==> config.mk <==
export PLATFORM = sky130hd
export DESIGN_NAME = my_mux_nway_rr
export DESIGN_NICKNAME = d
export VERILOG_FILES = /design/src/rtl/my_mux_nway_rr_pkg.sv /design/src/rtl/my_rr_arbiter.sv /design/src/rtl/my_mux_nway_rr.sv
export SDC_FILE = /design/constraint.sdc
export NUM_CORES = 1
export LEC_CHECK = 0
export BUFFER_PORTS_ARGS = -buffer_cell sky130_fd_sc_hd__buf_2
export CORE_ASPECT_RATIO = 1.2
export CORE_MARGIN = 2
export CORE_UTILIZATION = 45
export CTS_CLUSTER_DIAMETER = 60
export DETAILED_ROUTE_END_ITERATION = 8
export PLACE_DENSITY = 0.84
export SYNTH_ARGS = -nofsm -noshare
export SYNTH_HDL_FRONTEND = slang
export SYNTH_SLANG_ARGS = --single-unit
==> constraint.sdc <==
create_clock -name clk -period 5.3 [get_ports clk]
set_clock_uncertainty 0.05 [all_clocks]
set_input_delay 0.53 -clock clk [delete_from_list [all_inputs] [get_ports clk]]
set_output_delay 0.53 -clock clk [all_outputs]
set_load 0.1 [all_outputs]
==> src/rtl/my_mux_nway_rr_pkg.sv <==
// Shared definitions for the N-way round-robin selector: mode encodings and
// the index-width helper used to size select/grant buses.
package my_mux_nway_rr_pkg;

  localparam logic MODE_SEL = 1'b0;
  localparam logic MODE_RR  = 1'b1;

  function automatic int clog2(input int n);
    int r;
    r = 0;
    for (int i = 0; i < 31; i++) begin
      if ((1 << i) < n) r = i + 1;
    end
    return r;
  endfunction

endpackage

==> src/rtl/my_rr_arbiter.sv <==
// Round-robin arbiter: rotates the request vector so the channel after ptr
// sits at bit 0, priority-encodes the lowest set bit, then un-rotates.
module my_rr_arbiter
  import my_mux_nway_rr_pkg::*;
#(
  parameter int WAYS  = 8,
  parameter int SEL_W = clog2(WAYS)
) (
  input  logic [WAYS-1:0]  req,
  input  logic [SEL_W-1:0] ptr,
  output logic [WAYS-1:0]  grant,
  output logic [SEL_W-1:0] idx,
  output logic             any_grant
);

  logic [SEL_W:0]    start;
  logic [2*WAYS-1:0] dbl;
  logic [WAYS-1:0]   rot;
  int                off;
  int                sum;

  always_comb begin
    // start may equal WAYS (ptr = WAYS-1); the doubled vector makes that
    // shift land exactly on the unrotated request.
    start     = {1'b0, ptr} + (SEL_W+1)'(1);
    dbl       = {req, req} >> start;
    rot       = dbl[WAYS-1:0];
    any_grant = |req;
    off       = 0;
    for (int k = WAYS - 1; k >= 0; k--) begin
      if (rot[k]) off = k;
    end
    sum = int'(ptr) + 1 + off;
    if (sum >= WAYS) sum = sum - WAYS;
    idx   = SEL_W'(sum);
    grant = '0;
    for (int k = 0; k < WAYS; k++) begin
      if (any_grant && (sum == k)) grant[k] = 1'b1;
    end
  end

endmodule

==> src/rtl/my_mux_nway_rr.sv <==
// N-way, W-bit selector with per-channel valid/ready, explicit-select or
// round-robin mode, and a one-entry registered output stage.
module my_mux_nway_rr
  import my_mux_nway_rr_pkg::*;
#(
  parameter int WIDTH = 16,
  parameter int WAYS  = 8,
  parameter int SEL_W = clog2(WAYS)
) (
  input  logic                  clk,
  input  logic                  reset,
  input  logic [WAYS*WIDTH-1:0] in_data,
  input  logic [WAYS-1:0]       in_valid,
  output logic [WAYS-1:0]       in_ready,
  input  logic                  mode,
  input  logic [SEL_W-1:0]      sel,
  output logic [WIDTH-1:0]      out_data,
  output logic                  out_valid,
  input  logic                  out_ready,
  output logic [SEL_W-1:0]      out_sel
);

  // Handshake: a word moves on channel i when in_valid[i] && in_ready[i] at a
  // rising edge, and leaves the output stage when out_valid && out_ready.
  // in_ready is one-hot at most, depends on in_valid (never the reverse), and
  // is recomputed every cycle, so a producer may withdraw valid freely.

  logic [SEL_W-1:0] ptr;
  logic [WAYS-1:0]  arb_grant;
  logic [SEL_W-1:0] arb_idx;
  logic             arb_any;

  logic             can_load;
  logic             sel_hit;
  logic [WAYS-1:0]  sel_oh;
  logic             any_grant;
  logic [WAYS-1:0]  grant_oh;
  logic [SEL_W-1:0] grant_idx;
  logic [WIDTH-1:0] grant_data;
  logic             xfer;

  my_rr_arbiter #(
    .WAYS  (WAYS),
    .SEL_W (SEL_W)
  ) u_arb (
    .req       (in_valid),
    .ptr       (ptr),
    .grant     (arb_grant),
    .idx       (arb_idx),
    .any_grant (arb_any)
  );

  always_comb begin
    can_load = !out_valid || out_ready;
    // An out-of-range sel matches no loop index and therefore never grants.
    sel_hit = 1'b0;
    sel_oh  = '0;
    for (int i = 0; i < WAYS; i++) begin
      if ((sel == SEL_W'(i)) && in_valid[i]) begin
        sel_hit   = 1'b1;
        sel_oh[i] = 1'b1;
      end
    end
    if (mode == MODE_RR) begin
      grant_oh  = arb_grant;
      grant_idx = arb_idx;
      any_grant = arb_any;
    end else begin
      grant_oh  = sel_oh;
      grant_idx = sel;
      any_grant = sel_hit;
    end
    xfer     = can_load && any_grant && !reset;
    in_ready = xfer ? grant_oh : '0;
    grant_data = '0;
    for (int i = 0; i < WAYS; i++) begin
      if (grant_idx == SEL_W'(i)) grant_data = in_data[i*WIDTH +: WIDTH];
    end
  end

  always_ff @(posedge clk) begin
    if (reset) begin
      out_valid <= 1'b0;
      out_data  <= '0;
      out_sel   <= '0;
      ptr       <= SEL_W'(WAYS - 1);
    end else if (xfer) begin
      out_valid <= 1'b1;
      out_data  <= grant_data;
      out_sel   <= grant_idx;
      if (mode == MODE_RR) ptr <= grant_idx;
    end else if (out_ready) begin
      out_valid <= 1'b0;
    end
  end

endmodule
==> summary.md, run 1 <==
| Metric | Value |
|---|---|
| Period minus WS final | 4.98 ns |
| Worst Path Buf+Inv | 3 |
| Compound-Gate Fraction of Synth Area | 0.428 |
| I/O pin count | 171 |
| Layout cells sized above 1 | 0.348 |
| Via density | 6.25 |
| Fmax | 0.201 GHz |
| WS Path Type | flop to output port |
| Vias in the first global route | 4191 |
| Placeable Area | 7270 µm² |
| Top Family by Delay on Critical Path | compound AO/OA/AOI/OAI gates |
| Unrepaired setup endpoints after global routing | no |
| Die width | 83.0 µm |
| WHS | 0.428 ns |
| Post-synthesis adder-cell area fraction | 0.0245 |
| Post-synthesis sequential area ratio | 0.137 |
| Synth Flop Type | dfxtp_1 |
| Post-DP HPWL | 10300 µm |
| Antenna Nets Post-Route | 0 |
| Routed wire per std cell | 18.2 µm |
| Post-route DRC violation count | 0 |
| EDFF count, synth | 0 |
| Area contributors post-synth | dfxtp_1 14%, o21ai_0 6.7%, a21oi_1 6.5% |
| First-pass GRT wire length | 19900 µm |
| Syn_area_per_cell | 7.07 µm² |
| Sink Count | 23 |
| Total number of vias | 4409 |
| Pins Over Slew Limit | 0 |
| Finish-stage setup viols | 0 |
| Clock transition at path regs | 0.09 ns |
| Syn Nets | 626 |
| Post_cts resized | 0 |
| Largest family of logic cells by synthesized area | compound AO/OA/AOI/OAI gates |
| Setup crit start kind | flop |
| Biggest area consumer among synthesized cells | dfxtp_1 |
| Mapped Cells | 477 |
| Netlist cell types | 54 |
| Total global routing overflow | 0 |
| Syn. warnings | 0 |
| Total CTS buffers | 3 |
| Slew @ Worst Pin | 1.13 ns |
| Final Util | 0.583 |
| Worst Path Required | 4.72 ns |
| Hold Buf Count CTS | 0 |
| Gp weighted congestion | 0.927 |
| GRT Util Overall | 0.295 |
| I/O Buffers | 170 |
| Fin crit share | 0.940 |
| Htree depth | 1 |
| Worst vdd rail ir drop | 0.224 mV |
| # rows | 34 |
| Fin. Hold Viols | 0 |
| Xor and xnor area share after synthesis | 0.0126 |
| Pwr per Cell Area | 375 nW/µm² |
| Die Height | 98.8 µm |
| Die Area | 8200 µm² |
| Skew-Pair Late Insertion Delay | 0.27 ns |
| Worst path slowest cell | mux4_2 |
| Top-area cell type share of the netlist area | 0.137 |
| Final nets | 765 |
| Yosys reg bits | 23 |
| Clock tree buffer depth | 2 |
| Simple-Gate Fraction of Synth Area | 0.192 |
| Max-Cap Viols | 0 |
| Cell chain of the critical path | mux4_2 -> nor2_1 -> a21oi_1 -> o21ai_0 -> nand2_1 -> a31oi_1 -> ha_1 -> inv_1 -> fa_1 -> nor2b_1 -> o21bai_1 -> ha_1 -> inv_1 -> nand2_1 -> o21ai_0 -> nand4_1 -> o21ai_1 -> buf_2 |
| Drt first pass iters | 5 |
| Endpoint type of the worst setup path | output port |
| Root Driver | clkbuf_8 |
| Starting Density | 0.463 |
| Slew Limit Headroom | 0.248 |
| Worst-path maximum fanout | 12 |
| P_leak | 2.00 nW |
| Area growth syn-to-layout | 25.9% |
| # diodes | 0 |
| Crit path DAT | 4.40 ns |
| CTS tree | built |
| Async S/R FF share, synth | 0 |
| Antenna violations before repair | 0 |
| Setup bufs post-CTS | 0 |
| Synthesized cell area | 3370 µm² |
| HP Class | flop to flop |
| Power consumption | 0.00159 W |
| Status | finished clean |
| Initial DRC count | 365 |
| Worst path max stage delay | 0.56 ns |
| Largest net degree at the start of global routing | 43 |
| Routed wire length | 12800 µm |
| Multiplexer share of the synthesized area | 0.111 |
## registers in the layout, indices dropped and copies added (netlist names)
name       cells
out_data      16
out_sel        3
out_valid      1
ptr            3
## cells in the final DEF (no fill, tap or decap), types with 13 or more instances in the layout
cell,netlist,routed
nand2_1,55,55
o221ai_1,13,13
nor2_1,28,28
inv_1,23,23
o32ai_1,14,13
buf_2,20,167
a21oi_1,44,43
dfxtp_1,23,22
o21ai_0,45,44
a21o_1,13,13
nand3_1,19,19
mux2i_1,21,21
## area by class of cell
class,instances,area (µm²)
Tap cell,90,113
Timing Repair Buffer,178,918
Inverter,23,86.3
Clock inverter,1,5.00
Fill cell,717,3030
Multi-Input combinational cell,387,2620
Sequential cell,23,462
Clock buffer,3,41.3
## metrics by stage
step	std cells	worst slack (ns)	TNS [ns]	area, µm²
after detailed placement	701	0.413	0	4190
after global routing	705	0.0371	0	4240
after floorplan	477	-0.360	-0.720	3390
after global placement	701	0.541	0	4190
final	705	0.318	0	4240
after CTS	705	0.102	0	4240
## worst register-to-register path: cells and delay by family (launching register included)
family	cells	cell delay, ns
adders and majority gates	2	0.77
buffers and inverters	2	0.24
muxes	1	0.56
AOI/OAI and AO/OA	7	1.98
and+or+nand+nor	4	0.46
DFF	1	0.51
## per-layer routing
layer,GRT usage,share of wire,vias up
li1,-,-,2071
met2,0.529,0.50,253
met4,0.158,0.051,0
met1,0.334,0.37,2035
met5,0,0,-
met3,0.0461,0.082,50
## cells by family after synthesis
| group | count (synthesis) |
|---|---|
| AOI/OAI and AO/OA | 206 |
| xor gates and xnor gates | 4 |
| adders and majority gates | 6 |
| buffers and inverters | 67 |
| DFF | 23 |
| muxes | 33 |
| and+or+nand+nor | 138 |
## worst paths after layout
path	startpoint	end	slack, ns	cells past startpoint
max	ptr[1]	in_ready[3]	0.32	18
min reg2reg	out_data[12]	out_data[12]	0.43	2
min	out_data[12]	out_data[12]	0.43	2
max reg2reg	ptr[1]	out_data[8]	0.66	16
## report_power, final
group          switching, W  internal, W  total, W  leakage [nW]
Sequential        0.0000300     0.000214  0.000244         0.190
Clock             0.0000595    0.0000526  0.000112        0.0255
Combinational      0.000840     0.000397   0.00124          1.78
Total              0.000930     0.000664   0.00159          2.00
## cell usage after synthesis (4+ instances only)
| cell type | count |
|---|---|
| o21a_1 | 12 |
| o211ai_1 | 6 |
| a211oi_1 | 9 |
| a21oi_1 | 44 |
| o32ai_1 | 14 |
| mux2_2 | 8 |
| o21ai_0 | 45 |
| dfxtp_1 | 23 |
| ha_1 | 5 |
| buf_6 | 5 |
| buf_2 | 20 |
| nor2_1 | 28 |
| a2bb2oi_1 | 12 |
| nand2b_1 | 4 |
| a21o_1 | 13 |
| mux2i_1 | 21 |
| nand4_1 | 6 |
| nor2b_1 | 7 |
| o31ai_1 | 4 |
| inv_1 | 23 |
| clkbuf_1 | 17 |
| a221oi_2 | 7 |
| o221ai_1 | 13 |
| nor3b_1 | 6 |
| nand3_1 | 19 |
| nand2_1 | 55 |
| a221oi_1 | 7 |
(Power assumes the default switching activity.)
==> run 2, diff against run 1 <==
--- a/config.mk
+++ b/config.mk
@@ -12,6 +12,8 @@
 export CTS_CLUSTER_DIAMETER = 60
 export DETAILED_ROUTE_END_ITERATION = 8
 export PLACE_DENSITY = 0.84
+export RECOVER_POWER = 50
+export SETUP_SLACK_MARGIN = 0.4
 export SYNTH_ARGS = -nofsm -noshare
 export SYNTH_HDL_FRONTEND = slang
 export SYNTH_SLANG_ARGS = --single-unit
==> run 2 against run 1 <==
Net effect: the run now ends with max-capacitance violations, max-slew violations left; setup slack gained 0.19 ns; count of clock-buffer cells in the layout grew 1; sequential share of layout area shrank 0.071 points; combinational power is essentially flat; largest cell class unchanged.
==> summary.md, run 2 (same netlist as run 1, synthesis figures left out) <==
| Metric | Value |
|---|---|
| Status | complete, but fails checks |
| Violated checks | max-capacitance violations, max-slew violations |
| Register name with the most flops | out_data |
| Sequential cell area | 465 µm² |
| Hold Buf Count CTS | 0 |
| CTS tree | built |
| Worst path max stage delay | 0.50 ns |
| Max-Cap Viols | 1 |
| Worst reg2reg endpoint | out_data[9] |
| Die Area | 8200 µm² |
| PnR worst setup slack | 0.505 ns |
| Total CTS buffers | 3 |
| Unrepaired setup endpoints after global routing | no |
| Slew Limit Headroom | -0.00971 |
| Cell chain of the critical path | buf_12 -> mux4_2 -> mux2i_1 -> nor2b_1 -> nor2b_2 -> o21ba_2 -> ha_1 -> a21o_1 -> a21oi_2 -> xnor2_2 -> ha_1 -> nand2_1 -> o21ai_1 -> nand4_1 -> o32ai_2 -> buf_6 |
| Starting Density | 0.463 |
| WS Path Type | flop to output port |
| GRT Util Overall | 0.298 |
| Worst Hold Path Cells | 2 |
| Total global routing overflow | 0 |
| Post-route DRC violation count | 0 |
| # rows | 34 |
| Pwr per Cell Area | 374 nW/µm² |
| Skew-Pair Late Insertion Delay | 0.27 ns |
| Worst vdd rail ir drop | 0.275 mV |
| Antenna violations before repair | 0 |
| I/O Buffers | 170 |
| Largest net degree at the start of global routing | 42 |
| Largest regs | out_data (16), out_sel (3), ptr (3) |
| # diodes | 0 |
| FF-to-FF setup slack | 0.78 ns |
| Fill cells | 711 |
| Slew @ Worst Pin | 1.51 ns |
| Period minus WS final | 4.79 ns |
| Reg2Reg Depth | 16 |
| Htree depth | 1 |
| Cell seen most often among critical-path stages | ha_1 |
| Worst-path maximum fanout | 6 |
| Commonest non-fill, non-tap cells in the layout | 143 x buf_2, 55 x nand2_1, 40 x a21oi_1, 40 x o21ai_0, 28 x nor2_1 |
| Final total negative setup slack | 0 ns |
| Pins Over Slew Limit | 42 |
| Crit path DAT | 4.21 ns |
| Last element of the critical path | in_ready[1] |
| Worst path slowest cell | mux4_2 |
| First-pass GRT wire length | 20200 µm |
| Most common cell after layout, fill and taps aside | buf_2 |
| Placeable Area | 7270 µm² |
| Vias in the first global route | 4105 |
| Sink Count | 23 |
| Antenna Nets Post-Route | 0 |
| HP Class | flop to flop |
| I/O pin count | 171 |
| Initial DRC count | 336 |
| Max FFs per register | 16 |
| Post-DP HPWL | 10100 µm |
| Clock tree buffer depth | 2 |
| Fin crit share | 0.905 |
| P_leak | 1.94 nW |
| Critical path origin | ptr[1] |
| Final nets | 768 |
| Gp weighted congestion | 0.884 |
| Root Driver | clkbuf_8 |
| Worst R2R Start | ptr[1] |
| Routed wire per std cell | 18.0 µm |
| Via density | 6.18 |
| Finish-stage setup viols | 0 |
| Total number of vias | 4375 |
| Layout cells sized above 1 | 0.327 |
| Die width | 83.0 µm |
| Multi-input logic area | 2650 µm² |
| Clock transition at path regs | 0.07 ns |
| Endpoint type of the worst setup path | output port |
| Fmax | 0.209 GHz |
| Drt first pass iters | 5 |
| Worst Path Required | 4.72 ns |
| Worst slack, placed | 0.421 ns |
| Fin. Hold Viols | 0 |
| Setup crit start kind | flop |
| Routed wire length | 12700 µm |
| Die Height | 98.8 µm |
| Area growth syn-to-layout | 27.8% |
==> run 2: timing repair <==
action	in CTS	in global routing
setup endpoints to repair	8	9
pin swaps	0	2
setup buffers	0	2
resized for setup	6	19
==> run 2: report_power, final <==
part	total, W	switching (W)	internal [W]
Clock	0.000109	0.0000553	0.0000538
Sequential	0.000244	0.0000300	0.000214
Combinational	0.00126	0.000859	0.000397
Total	0.00161	0.000944	0.000665
==> run 2: how the worst min path moves through the flow <==
stage	from	end	slack [ns]
finish	out_data[5]	out_data[5]	0.44
global placement	out_data[15]	out_data[15]	0.41
global route	out_data[11]	out_data[11]	0.46
floorplan	ptr[0]	ptr[0]	0.62
CTS	out_data[4]	out_data[4]	0.44
detailed placement	out_data[4]	out_data[4]	0.42
==> run 2: layer usage <==
metal	global-route usage	vias up	share of wire	routed length, µm
li1	-	2092	-	-
met1	0.359	2006	0.38	4790
met2	0.544	246	0.51	6520
met3	0.0310	31	0.078	989
met4	0.113	0	0.032	413
met5	0	-	0	0
==> run 2: cell type report <==
cell class                 count  area share
multi-input combinational    387       0.616
timing repair buffer         181       0.220
sequential                    23       0.108
tap                           90      0.0261
inverter                      23      0.0200
clock buffer                   4      0.0105
==> run 2: worst max-delay path: cells and delay by family, from the launching register on <==
| kind | cells | cell delay (ns) |
|---|---|---|
| XOR/XNOR | 1 | 0.12 |
| AO/OA/AOI/OAI | 5 | 1.15 |
| buffers and inverters | 2 | 0.38 |
| flip-flops | 1 | 0.39 |
| adder cells (fa/ha/maj) | 2 | 0.58 |
| multiplexers | 2 | 0.68 |
| AND/OR/NAND/NOR | 4 | 0.63 |
==> run 2: stage by stage <==
| step | area, µm² | util | hold WS [ns] | total power, W | instances |
|---|---|---|---|---|---|
| 4_1_cts | 4270 | 0.587 | 0.436 | 0.00159 | 706 |
| 2_1_floorplan | 3400 | - | 0.619 | 0.00121 | 477 |
| 3_5_place_dp | 4210 | 0.578 | 0.423 | 0.00148 | 702 |
| 5_1_grt | 4310 | 0.592 | 0.460 | 0.00171 | 708 |
| 6_report | 4310 | 0.592 | 0.439 | 0.00161 | 708 |
| 3_3_place_gp | 4210 | 0.578 | 0.412 | 0.00146 | 702 |
